### src/rtl/zrb_bt_at_config_pkg.sv
// Shared encodings for the HC-06 AT configuration sequencer.
// Latency: n/a (constants and helper only).
// Backpressure: n/a.
package zrb_bt_pkg;

   typedef enum logic [3:0] {
      ST_IDLE,
      ST_FLUSH,
      ST_SEND,
      ST_WAIT_O,
      ST_WAIT_K,
      ST_DRAIN,
      ST_RETRY,
      ST_SWITCH,
      ST_FAIL
   } state_t;

   localparam logic [7:0] CH_A    = 8'h41;
   localparam logic [7:0] CH_T    = 8'h54;
   localparam logic [7:0] CH_PLUS = 8'h2B;
   localparam logic [7:0] CH_B    = 8'h42;
   localparam logic [7:0] CH_U    = 8'h55;
   localparam logic [7:0] CH_D    = 8'h44;
   localparam logic [7:0] CH_O    = 8'h4F;
   localparam logic [7:0] CH_K    = 8'h4B;

   // "AT" probe and "AT+BAUD<code>" command lengths in bytes.
   localparam logic [3:0] CMD0_LEN = 4'd2;
   localparam logic [3:0] CMD1_LEN = 4'd8;

   function automatic int unsigned max_u(input int unsigned a, input int unsigned b);
      return (a > b) ? a : b;
   endfunction

endpackage

### src/rtl/zrb_bt_at_config_if.sv
// FIFO-side bus of the AT sequencer: RX FIFO head/pop and TX FIFO push.
// Latency: combinational wiring only.
// Backpressure: tx_full holds off tx_wr; rx_rd only pops a valid head.
interface zrb_bt_at_config_if;
   logic [7:0] rx_data;
   logic       rx_valid;
   logic       rx_rd;
   logic       tx_full;
   logic       tx_wr;
   logic [7:0] tx_data;

   modport master (
      input  rx_data, rx_valid, tx_full,
      output rx_rd, tx_wr, tx_data
   );

   modport slave (
      output rx_data, rx_valid, tx_full,
      input  rx_rd, tx_wr, tx_data
   );
endinterface

### src/rtl/zrb_bt_at_config_tick_timer.sv
// Baud-tick counter with clear, saturation and terminal-count compare.
// Latency: expired reflects the registered count (one cycle after the tick).
// Backpressure: none; counts whenever tick is high and not saturated.
module zrb_tick_timer #(
   parameter int W = 14
) (
   input  logic         clk,
   input  logic         reset,
   input  logic         clear,
   input  logic         tick,
   input  logic [W-1:0] limit,
   output logic         expired
);

   logic [W-1:0] count;

   // Count baud ticks from the last clear, sticking at all-ones instead of wrapping.
   always_ff @(posedge clk) begin
      if (reset || clear) begin
         count <= '0;
      end else if (tick && (count != {W{1'b1}})) begin
         count <= count + W'(1);
      end
   end

   assign expired = (count >= limit);

endmodule

### src/rtl/zrb_bt_at_config.sv
// HC-06 configuration sequencer: probes with "AT", sends "AT+BAUD<code>", switches speed_select.
// Latency: first tx_wr two cycles after start with an empty RX FIFO; one byte per cycle max.
// Backpressure: tx_full stalls sending with tx_wr low; RX bytes popped only while rx_valid.
module zrb_bt_at_config
   import zrb_bt_pkg::*;
#(
   parameter logic [7:0]  BAUD_CODE     = 8'h38,
   parameter int unsigned TIMEOUT_TICKS = 9600,
   parameter int unsigned QUIET_TICKS   = 96,
   parameter int unsigned RETRIES       = 3
) (
   input  logic                   clk,
   input  logic                   reset,
   input  logic                   baud_tick,
   input  logic                   start,
   zrb_bt_at_config_if.master     bus,
   output logic                   speed_select,
   output logic                   busy,
   output logic                   done,
   output logic                   error
);

   localparam int TW = $clog2(max_u(TIMEOUT_TICKS, QUIET_TICKS) + 1);

   state_t        state_q, state_d;
   logic          cmd_q, cmd_d;
   logic [2:0]    idx_q, idx_d;
   logic [2:0]    try_q, try_d;
   logic          speed_q, speed_d;
   logic          busy_q, busy_d;
   logic          done_q, done_d;
   logic          error_q, error_d;
   logic          tmr_clr, tmr_exp;
   logic [TW-1:0] tmr_limit;
   logic          rx_rd_c, tx_wr_c;
   logic [7:0]    rom_byte;
   logic [2:0]    last_idx;

   // Command ROM addressed by {cmd, idx}.
   always_comb begin
      rom_byte = 8'h00;
      case ({cmd_q, idx_q})
         4'b0_000: rom_byte = CH_A;
         4'b0_001: rom_byte = CH_T;
         4'b1_000: rom_byte = CH_A;
         4'b1_001: rom_byte = CH_T;
         4'b1_010: rom_byte = CH_PLUS;
         4'b1_011: rom_byte = CH_B;
         4'b1_100: rom_byte = CH_A;
         4'b1_101: rom_byte = CH_U;
         4'b1_110: rom_byte = CH_D;
         4'b1_111: rom_byte = BAUD_CODE;
         default:  rom_byte = 8'h00;
      endcase
   end

   assign last_idx  = cmd_q ? 3'(CMD1_LEN - 4'd1) : 3'(CMD0_LEN - 4'd1);
   // One timer serves both the reply timeout and the end-of-reply quiet gap.
   assign tmr_limit = (state_q == ST_DRAIN) ? TW'(QUIET_TICKS) : TW'(TIMEOUT_TICKS);

   zrb_tick_timer #(.W(TW)) u_timer (
      .clk     (clk),
      .reset   (reset),
      .clear   (tmr_clr),
      .tick    (baud_tick),
      .limit   (tmr_limit),
      .expired (tmr_exp)
   );

   // Next-state, counters and FIFO strobes.
   always_comb begin
      state_d = state_q;
      cmd_d   = cmd_q;
      idx_d   = idx_q;
      try_d   = try_q;
      speed_d = speed_q;
      busy_d  = busy_q;
      done_d  = 1'b0;
      error_d = error_q;
      tmr_clr = 1'b0;
      rx_rd_c = 1'b0;
      tx_wr_c = 1'b0;
      case (state_q)
         ST_IDLE: begin
            if (start) begin
               error_d = 1'b0;
               busy_d  = 1'b1;
               cmd_d   = 1'b0;
               try_d   = 3'd1;
               speed_d = 1'b0;
               state_d = ST_FLUSH;
            end
         end
         ST_FLUSH: begin
            rx_rd_c = bus.rx_valid;
            if (!bus.rx_valid) begin
               idx_d   = 3'd0;
               state_d = ST_SEND;
            end
         end
         ST_SEND: begin
            if (!bus.tx_full) begin
               tx_wr_c = 1'b1;
               if (idx_q == last_idx) begin
                  tmr_clr = 1'b1;
                  state_d = ST_WAIT_O;
               end else begin
                  idx_d = idx_q + 3'd1;
               end
            end
         end
         ST_WAIT_O: begin
            if (tmr_exp) begin
               state_d = ST_RETRY;
            end else if (bus.rx_valid) begin
               rx_rd_c = 1'b1;
               if (bus.rx_data == CH_O) state_d = ST_WAIT_K;
            end
         end
         ST_WAIT_K: begin
            if (tmr_exp) begin
               state_d = ST_RETRY;
            end else if (bus.rx_valid) begin
               rx_rd_c = 1'b1;
               if (bus.rx_data == CH_K) begin
                  tmr_clr = 1'b1;
                  state_d = ST_DRAIN;
               end else if (bus.rx_data != CH_O) begin
                  state_d = ST_WAIT_O;
               end
            end
         end
         ST_DRAIN: begin
            if (bus.rx_valid) begin
               rx_rd_c = 1'b1;
               tmr_clr = 1'b1;
            end else if (tmr_exp) begin
               if (!cmd_q) begin
                  cmd_d   = 1'b1;
                  try_d   = 3'd1;
                  state_d = ST_FLUSH;
               end else begin
                  state_d = ST_SWITCH;
               end
            end
         end
         ST_RETRY: begin
            if (try_q == 3'(RETRIES)) begin
               state_d = ST_FAIL;
            end else begin
               try_d   = try_q + 3'd1;
               state_d = ST_FLUSH;
            end
         end
         ST_SWITCH: begin
            speed_d = 1'b1;
            done_d  = 1'b1;
            busy_d  = 1'b0;
            state_d = ST_IDLE;
         end
         ST_FAIL: begin
            error_d = 1'b1;
            busy_d  = 1'b0;
            state_d = ST_IDLE;
         end
         default: state_d = ST_IDLE;
      endcase
   end

   // State and status registers; reset aborts any sequence in flight.
   always_ff @(posedge clk) begin
      if (reset) begin
         state_q <= ST_IDLE;
         cmd_q   <= 1'b0;
         idx_q   <= 3'd0;
         try_q   <= 3'd0;
         speed_q <= 1'b0;
         busy_q  <= 1'b0;
         done_q  <= 1'b0;
         error_q <= 1'b0;
      end else begin
         state_q <= state_d;
         cmd_q   <= cmd_d;
         idx_q   <= idx_d;
         try_q   <= try_d;
         speed_q <= speed_d;
         busy_q  <= busy_d;
         done_q  <= done_d;
         error_q <= error_d;
      end
   end

   assign bus.rx_rd    = rx_rd_c;
   assign bus.tx_wr    = tx_wr_c;
   assign bus.tx_data  = tx_wr_c ? rom_byte : 8'h00;
   assign speed_select = speed_q;
   assign busy         = busy_q;
   assign done         = done_q;
   assign error        = error_q;

endmodule
### src/flat_wrapper.sv
// flat-port wrapper written by rule: the top's interface ports become plain ports
module zrb_bt_at_config_flat import zrb_bt_pkg::*;
#(
   parameter logic [7:0]  BAUD_CODE     = 8'h38,
   parameter int unsigned TIMEOUT_TICKS = 9600,
   parameter int unsigned QUIET_TICKS   = 96,
   parameter int unsigned RETRIES       = 3
)
  (clk, reset, baud_tick, start, speed_select, busy, done, error, bus_rx_data, bus_rx_valid, bus_tx_full, bus_rx_rd, bus_tx_wr, bus_tx_data);
  zrb_bt_at_config_if bus_i ();
  input  logic clk;
  input  logic reset;
  input  logic baud_tick;
  input  logic start;
  output logic speed_select;
  output logic busy;
  output logic done;
  output logic error;
  input wire logic [$bits(bus_i.rx_data)-1:0] bus_rx_data;
  input wire logic [$bits(bus_i.rx_valid)-1:0] bus_rx_valid;
  input wire logic [$bits(bus_i.tx_full)-1:0] bus_tx_full;
  output wire logic [$bits(bus_i.rx_rd)-1:0] bus_rx_rd;
  output wire logic [$bits(bus_i.tx_wr)-1:0] bus_tx_wr;
  output wire logic [$bits(bus_i.tx_data)-1:0] bus_tx_data;
  assign bus_i.rx_data = bus_rx_data;
  assign bus_i.rx_valid = bus_rx_valid;
  assign bus_i.tx_full = bus_tx_full;
  assign bus_rx_rd = bus_i.rx_rd;
  assign bus_tx_wr = bus_i.tx_wr;
  assign bus_tx_data = bus_i.tx_data;
  zrb_bt_at_config #(.BAUD_CODE(BAUD_CODE), .TIMEOUT_TICKS(TIMEOUT_TICKS), .QUIET_TICKS(QUIET_TICKS), .RETRIES(RETRIES)) u_core (.clk(clk), .reset(reset), .baud_tick(baud_tick), .start(start), .bus(bus_i), .speed_select(speed_select), .busy(busy), .done(done), .error(error));
endmodule
### config.mk
export PLATFORM = sky130hd
export DESIGN_NAME = zrb_bt_at_config_flat
export DESIGN_NICKNAME = d
export VERILOG_FILES = /design/src/rtl/zrb_bt_at_config_pkg.sv /design/src/rtl/zrb_bt_at_config_if.sv /design/src/rtl/zrb_bt_at_config_tick_timer.sv /design/src/rtl/zrb_bt_at_config.sv /design/src/flat_wrapper.sv
export SDC_FILE = /design/constraint.sdc
export NUM_CORES = 1
export LEC_CHECK = 0
export CAP_MARGIN = 20
export CORE_AREA = 4 4 78 80
export DETAILED_ROUTE_END_ITERATION = 10
export DIE_AREA = 0 0 82 84
export PLACE_DENSITY = 0.63
export RECOVER_POWER = 50
export SETUP_SLACK_MARGIN = 0.15
export SKIP_CTS_REPAIR_TIMING = 1
export SYNTH_ARGS = -nofsm -noshare
export SYNTH_HDL_FRONTEND = slang
export SYNTH_HIERARCHICAL = 1
export SYNTH_SLANG_ARGS = --single-unit
### constraint.sdc
create_clock -name clk -period 4.3 [get_ports clk]
set_input_delay 1.075 -clock clk [delete_from_list [all_inputs] [get_ports clk]]
set_output_delay 1.075 -clock clk [all_outputs]
set_load 0.05 [all_outputs]
==> key figures, run 1 <==
Die
  • Initial Util: 0.433
  • Area of the die: around 6900 µm²
  • Core Region: approximately 5400 µm²
  • Row cnt: 27
  • Die Width: around 80 µm
  • DIE HEIGHT: 84 µm
  • Top Ports: 28

Logic synthesis
  • Post-Syn Area: around 2300 µm²
  • Unique masters post-synth: 60
  • Post-Syn Instances: just under 300
  • Ys async rst share: 0
  • Sequential fraction of the synthesis area: 0.248
  • Synthesized area per cell: just under 8 µm²
  • FF+latch count, synth: 29
  • Ys flop type: dfxtp_1
  • Yosys warnings: 6
  • Post-synth EDFFs: 0

Power
  • P per Cell Area: between 300 and 400 nW/µm²
  • Peak supply drop: 0.193 mV
  • Leak: roughly 1.1 nW

Routing
  • DR WL/cell: between 10 and 15 µm
  • ANT nets after route: 0
  • WL final: approximately 5.4 mm
  • Number of remaining DRC errors: 0
  • First-iteration detailed-routing DRC count: between 150 and 200
  • Vias per cell: about 5.6
  • Vias: roughly 2,200
  • Initial DRT Pass Iterations: 4

GRT
  • Vias in the first global route: about 2,000
  • Total grt overflow: 0
  • First-pass GRT wire length: 9.11 mm
  • GRT Total Usage: 0.165
  • Pin count of the biggest net entering global routing: 23
  • Initial antenna violation count: 0

Setup path
  • Worst Path Required: between 3 and 4 ns
  • Setup CP Type: in2out
  • Crit path DAT: 2.86 ns
  • CP Capture Type: primary output
  • Crit start category: input port
  • CP max FO: 6

STA
  • Fin Setup TNS: 0 ns
  • Fin. max-slew vios: 0
  • Final setup violation count: 0
  • Setup Skew: roughly 0.0089 ns
  • Final Cycle Share: 0.914
  • Rel. slew slack: 0.446
  • Final hold vios: 0
  • Least-Margin Pin Slew: a little over 0.8 ns
  • Post-layout min period: between 3 and 4 ns
  • RSZ-0062 raised after global routing: false
  • F_max: about 0.25 GHz
  • Min setup slack post-route: 0.370 ns

Place
  • DP Wirelength: around 4.0 mm
  • RD Place Congestion: approximately 0.81
  • Dpl ws: roughly 0.49 ns
  • Post-placement cell count: about 400
  • # port buffers: 26

Clock network
  • CTS buffer count: 5
  • CTS Sinks: 29
  • TritonCTS clock tree: yes
  • Clock Latency Late Sink: between 0.2 and 0.3 ns
  • CTS max path bufs: 2
  • Root Driver: clkbuf_8
  • Clock slew at the register clock pins of the worst setup and hold paths: 0.06 ns
  • H-Tree Depth: 2

Cells and area
  • FF+latch area: roughly 580 µm²
  • Nets: ~370
  • Fillcell total: 537
  • ANT cells: 0
  • Area of the multi-input gates: 1590 µm²
  • Final Core Density: 0.508
  • Layout area overhead: 17.5%
  • Commonest cells after routing, fill and taps aside: inv_1 (30), dfxtp_1 (29), a21oi_1 (24), nor2_1 (22)
  • Commonest non-fill, non-tap cell in the layout: inv_1
  • Fraction of layout cells with a size suffix above 1: 0.109
  • Post-Layout Cell Count: about 400

Outcome
  • Outcome: completed

Min path
  • Hold Path Class: reg2reg

Job
  • Maxcap violations: 0
==> final timing paths <==
| kind | endpoint | slack [ns] | startpoint | cells past startpoint |
|---|---|---|---|---|
| max | bus_tx_data[2] | 0.37 | bus_tx_full | 4 |
| min | u_core/try_q[0] | 0.49 | u_core/try_q[0] | 1 |
| max reg2reg | u_core/state_q[2] | 0.73 | u_core/state_q[3] | 13 |
| min reg2reg | u_core/try_q[0] | 0.49 | u_core/try_q[0] | 1 |
==> sequential cells by signal (all words and copies together), names as in the netlist <==
register	cells
u_core/cmd_q	1
u_core/speed_select	1
u_core/error	1
u_core/state_q	4
u_core/done	1
u_core/try_q	3
u_core/busy	1
u_core/idx_q	3
u_core/u_timer/count	14
==> synth_stat cells (2+ instances only) <==
cell type   n  share of area
a2111oi_0   2         0.0075
a211oi_1    5          0.016
a21oi_1    24          0.051
a22oi_1     4          0.013
a311oi_1    2         0.0075
a31o_2      2         0.0075
a31oi_1     4          0.011
and3_1      2         0.0053
and4_1      3          0.011
buf_2       6          0.013
buf_4       3         0.0096
clkbuf_1    5         0.0080
dfxtp_1    29           0.25
ha_1       21           0.11
inv_1      30          0.048
mux2i_1     4          0.017
nand2_1    21          0.034
nand2b_1    6          0.016
nand3_1    12          0.026
nand3b_1    4          0.013
nand4_1     3         0.0080
nor2_1     22          0.035
nor2b_1     4          0.011
nor3_1     11          0.024
nor3_2      2         0.0086
nor3b_1     4          0.013
nor4_1      4          0.011
o21ai_0    16          0.034
or2_2       3         0.0080
or3_1       2         0.0053
or3_2       4          0.013
or4_1       2         0.0064
or4b_1      2         0.0086
xnor2_1     3          0.011
==> kinds of logic (layout without fill, tap and decap cells) <==
group,Yosys count,in the layout,share of synthesized area
AOI/OAI and AO/OA,76,76,0.235
xor gates and xnor gates,3,3,0.0112
adders and majority gates,21,21,0.112
buffers and inverters,44,70,0.0787
DFF,29,29,0.248
muxes,5,5,0.0219
other,1,9,0.00160
and+or+nand+nor,118,118,0.291
==> routing by layer <==
layer  global-route usage  part of all wire  up-vias
met3               0.0410             0.056        8
met5                    0                 0        -
met4               0.0574             0.016        0
met2                0.237              0.43       52
li1                     -                 -     1145
met1                0.236              0.50     1034
==> power by group <==
part | internal, W | switching (W)
clock | 0.000112 | 0.000105
combinational | 0.000208 | 0.000321
sequential | 0.000294 | 0.0000162
==> metrics by stage <==
step                      instance area [µm²]  hold slack [ns]  total power [W]
final                                    2750            0.488          0.00106
after global routing                     2750            0.519          0.00113
after CTS                                2770            0.485          0.00109
after detailed placement                 2690            0.472         0.000865
after global placement                   2690            0.461         0.000859
after floorplan                          2370            0.444         0.000744
==> cell type report <==
type,instances,share of cell area
sequential,29,0.211
inverter,30,0.0410
timing repair buffer,32,0.106
multi-input combinational,232,0.579
tap,72,0.0328
clock inverter,2,0.00364
clock buffer,6,0.0264
==> worst max-delay path, cell delays in order <==
cell and delay [ns]:
dlygate4sd3_1 0.56, nand2b_1 0.23, a21oi_1 0.17, clkdlybuf4s50_1 0.82
No activity file was read; power rests on OpenSTA's default activity.
==> inputs of run 2 (changes only) <==
Settings changed: CELL_PAD_IN_SITES_DETAIL_PLACEMENT set to 1, CELL_PAD_IN_SITES_GLOBAL_PLACEMENT set to 1, CORE_AREA 4 4 78 80 to 4 4 79 81, CTS_BUF_LIST set to sky130_fd_sc_hd__clkbuf_2, DIE_AREA 0 0 82 84 to 0 0 83 85, PLACE_DENSITY 0.63 to 0.8, RECOVER_POWER 50 to unset.
==> key figures, run 2 (synthesized netlist as in run 1, its figures left out) <==
Place
  • Post-placement cell count: between 300 and 400
  • DP Wirelength: a little under 5 mm
  • RD Place Congestion: 0.798
  • # port buffers: 26

Cells and area
  • Largest Register: u_core/u_timer/count
  • ANT cells: 0
  • Largest registers: u_core/u_timer/count x14, u_core/state_q x4
  • Layout area overhead: 18.5%
  • Area of the multi-input gates: 1630 µm²
  • Fraction of layout cells with a size suffix above 1: 0.129
  • Nets: approximately 370
  • FF+latch area: 584 µm²
  • Commonest non-fill, non-tap cell in the layout: inv_1
  • Post-Layout Cell Count: just over 400
  • Final Core Density: 0.506
  • Max reg flops: 14
  • Fillcell total: 706
  • Commonest cells after routing, fill and taps aside: inv_1 (29), dfxtp_1 (28), a21oi_1 (24), clkdlybuf4s50_1 (22), nor2_1 (22)

Job
  • Maxcap violations: 0

STA
  • Final hold vios: 0
  • Post-layout min period: about 4 ns
  • Final setup violation count: 0
  • Least-Margin Pin Slew: approximately 0.65 ns
  • RSZ-0062 raised after global routing: false
  • F_max: 0.255 GHz
  • Final Cycle Share: 0.913
  • Rel. slew slack: 0.568
  • Setup Skew: ~0.013 ns
  • Fin Setup TNS: 0 ns
  • Fin. max-slew vios: 0

Clock network
  • CTS buffer count: 5
  • TritonCTS clock tree: yes
  • Clock slew at the register clock pins of the worst setup and hold paths: around 0.15 ns
  • Root Driver: clkbuf_2
  • H-Tree Depth: 2
  • Clock Latency Late Sink: 0.36 ns
  • CTS max path bufs: 2
  • CTS Sinks: 29

Setup path
  • CP Capture Type: primary output
  • CP peak stage delay: slightly above 0.4 ns
  • Setup CP Type: reg2out
  • Crit-path slowest cell: dfxtp_4
  • CP max FO: 11
  • Worst Path Required: approximately 3.2 ns
  • Crit-path cells: nand4bb_4, inv_2, inv_1, ha_1, a21oi_1, o21ai_0, a21oi_1, o21ai_1, buf_4, o21ai_0, a22oi_1, nor3b_2, buf_6
  • Crit start category: flop
  • Crit path DAT: 2.85 ns

Die
  • Row cnt: 27
  • Core Region: between 5000 and 6000 µm²
  • Die Width: roughly 83 µm
  • DIE HEIGHT: around 85 µm
  • Top Ports: 28
  • Area of the die: 7060 µm²
  • Initial Util: 0.427

Routing
  • DR WL/cell: 15.5 µm
  • WL final: approximately 6.3 mm
  • Initial DRT Pass Iterations: 4
  • Vias: roughly 2,300
  • Number of remaining DRC errors: 0
  • First-iteration detailed-routing DRC count: 46
  • Vias per cell: around 5.7
  • ANT nets after route: 0

Min path
  • Hold Path Class: reg2reg

GRT
  • Pin count of the biggest net entering global routing: 23
  • GRT Total Usage: 0.180
  • Vias in the first global route: 2,286
  • Initial antenna violation count: 0
  • First-pass GRT wire length: roughly 11 mm
  • Total grt overflow: 0

Power
  • Combinational share of power: 0.551
  • Sw Ratio: 0.452
  • P per Cell Area: 370 nW/µm²
  • Clock share of power: 0.130
  • Leak: 1.11 nW
  • P_sw: between 0.0004 and 0.0005 W
  • Peak supply drop: between 0.2 and 0.3 mV
  • Pint: about 0.00056 W
  • Sequential share of power: 0.319

Outcome
  • Outcome: completed
==> run 2: cell count changes in the layout (fill, tap and decap cells not counted), sizes merged <==
cell,previous run,this run
clkdlybuf4s50,16,22
buf,9,13
dlygate4sd3,6,0
clkbuf,7,5
clkinv,2,3
==> run 2: final timing paths <==
kind                           from                 endpoint  slack [ns]  depth (start not counted)
setup / recovery  u_core/state_q[1]                bus_rx_rd        0.37                         13
hold / removal      u_core/try_q[0]          u_core/try_q[0]        0.49                          1
hold reg to reg     u_core/try_q[0]          u_core/try_q[0]        0.49                          1
setup reg to reg  u_core/state_q[1]  u_core/u_timer/count[9]        0.61                         17
==> run 2: through the flow <==
step,setup slack (ns),total power (W),hold WS [ns],instance area [µm²]
floorplan,0.412,0.000744,0.444,2370
global placement,0.538,0.000862,0.464,2690
detailed placement,0.507,0.000880,0.474,2690
CTS,0.0405,0.00102,0.497,2730
global route,0.151,0.00112,0.529,2770
finish,0.374,0.00103,0.490,2770
==> run 2: worst max-delay path, delay by kind of cell (launching register included) <==
kind / cells / cell delay, ns
AND/OR/NAND/NOR: 2 / 0.50
AO/OA/AOI/OAI: 6 / 0.85
adder cells (fa/ha/maj): 1 / 0.19
buffers and inverters: 4 / 0.53
flip-flops: 1 / 0.41
==> run 2: metal layers <==
| layer | track usage | vias up | part of all wire |
|---|---|---|---|
| met2 | 0.323 | 32 | 0.50 |
| met1 | 0.217 | 1123 | 0.46 |
| met5 | 0 | - | 0 |
| li1 | - | 1144 | - |
| met4 | 0.0490 | 0 | 0.0092 |
| met3 | 0.0369 | 5 | 0.032 |
==> run 2: power groups by stage <==
stage	clock [W]	combinational, W	sequential (W)
5_1_grt	0.000157	0.000628	0.000333
6_report	0.000133	0.000566	0.000327
3_5_place_dp	0	0.000556	0.000325
4_1_cts	0.000145	0.000558	0.000319
2_1_floorplan	0	0.000420	0.000324
3_3_place_gp	0	0.000538	0.000324
==> run 2: area by class of cell <==
class | count | area share
clock buffers | 5 | 0.00903
clock inverters | 3 | 0.00451
inverters | 30 | 0.0406
multi-input cells | 232 | 0.586
flip-flops and latches | 29 | 0.211
well taps | 72 | 0.0325
repair buffers | 35 | 0.116
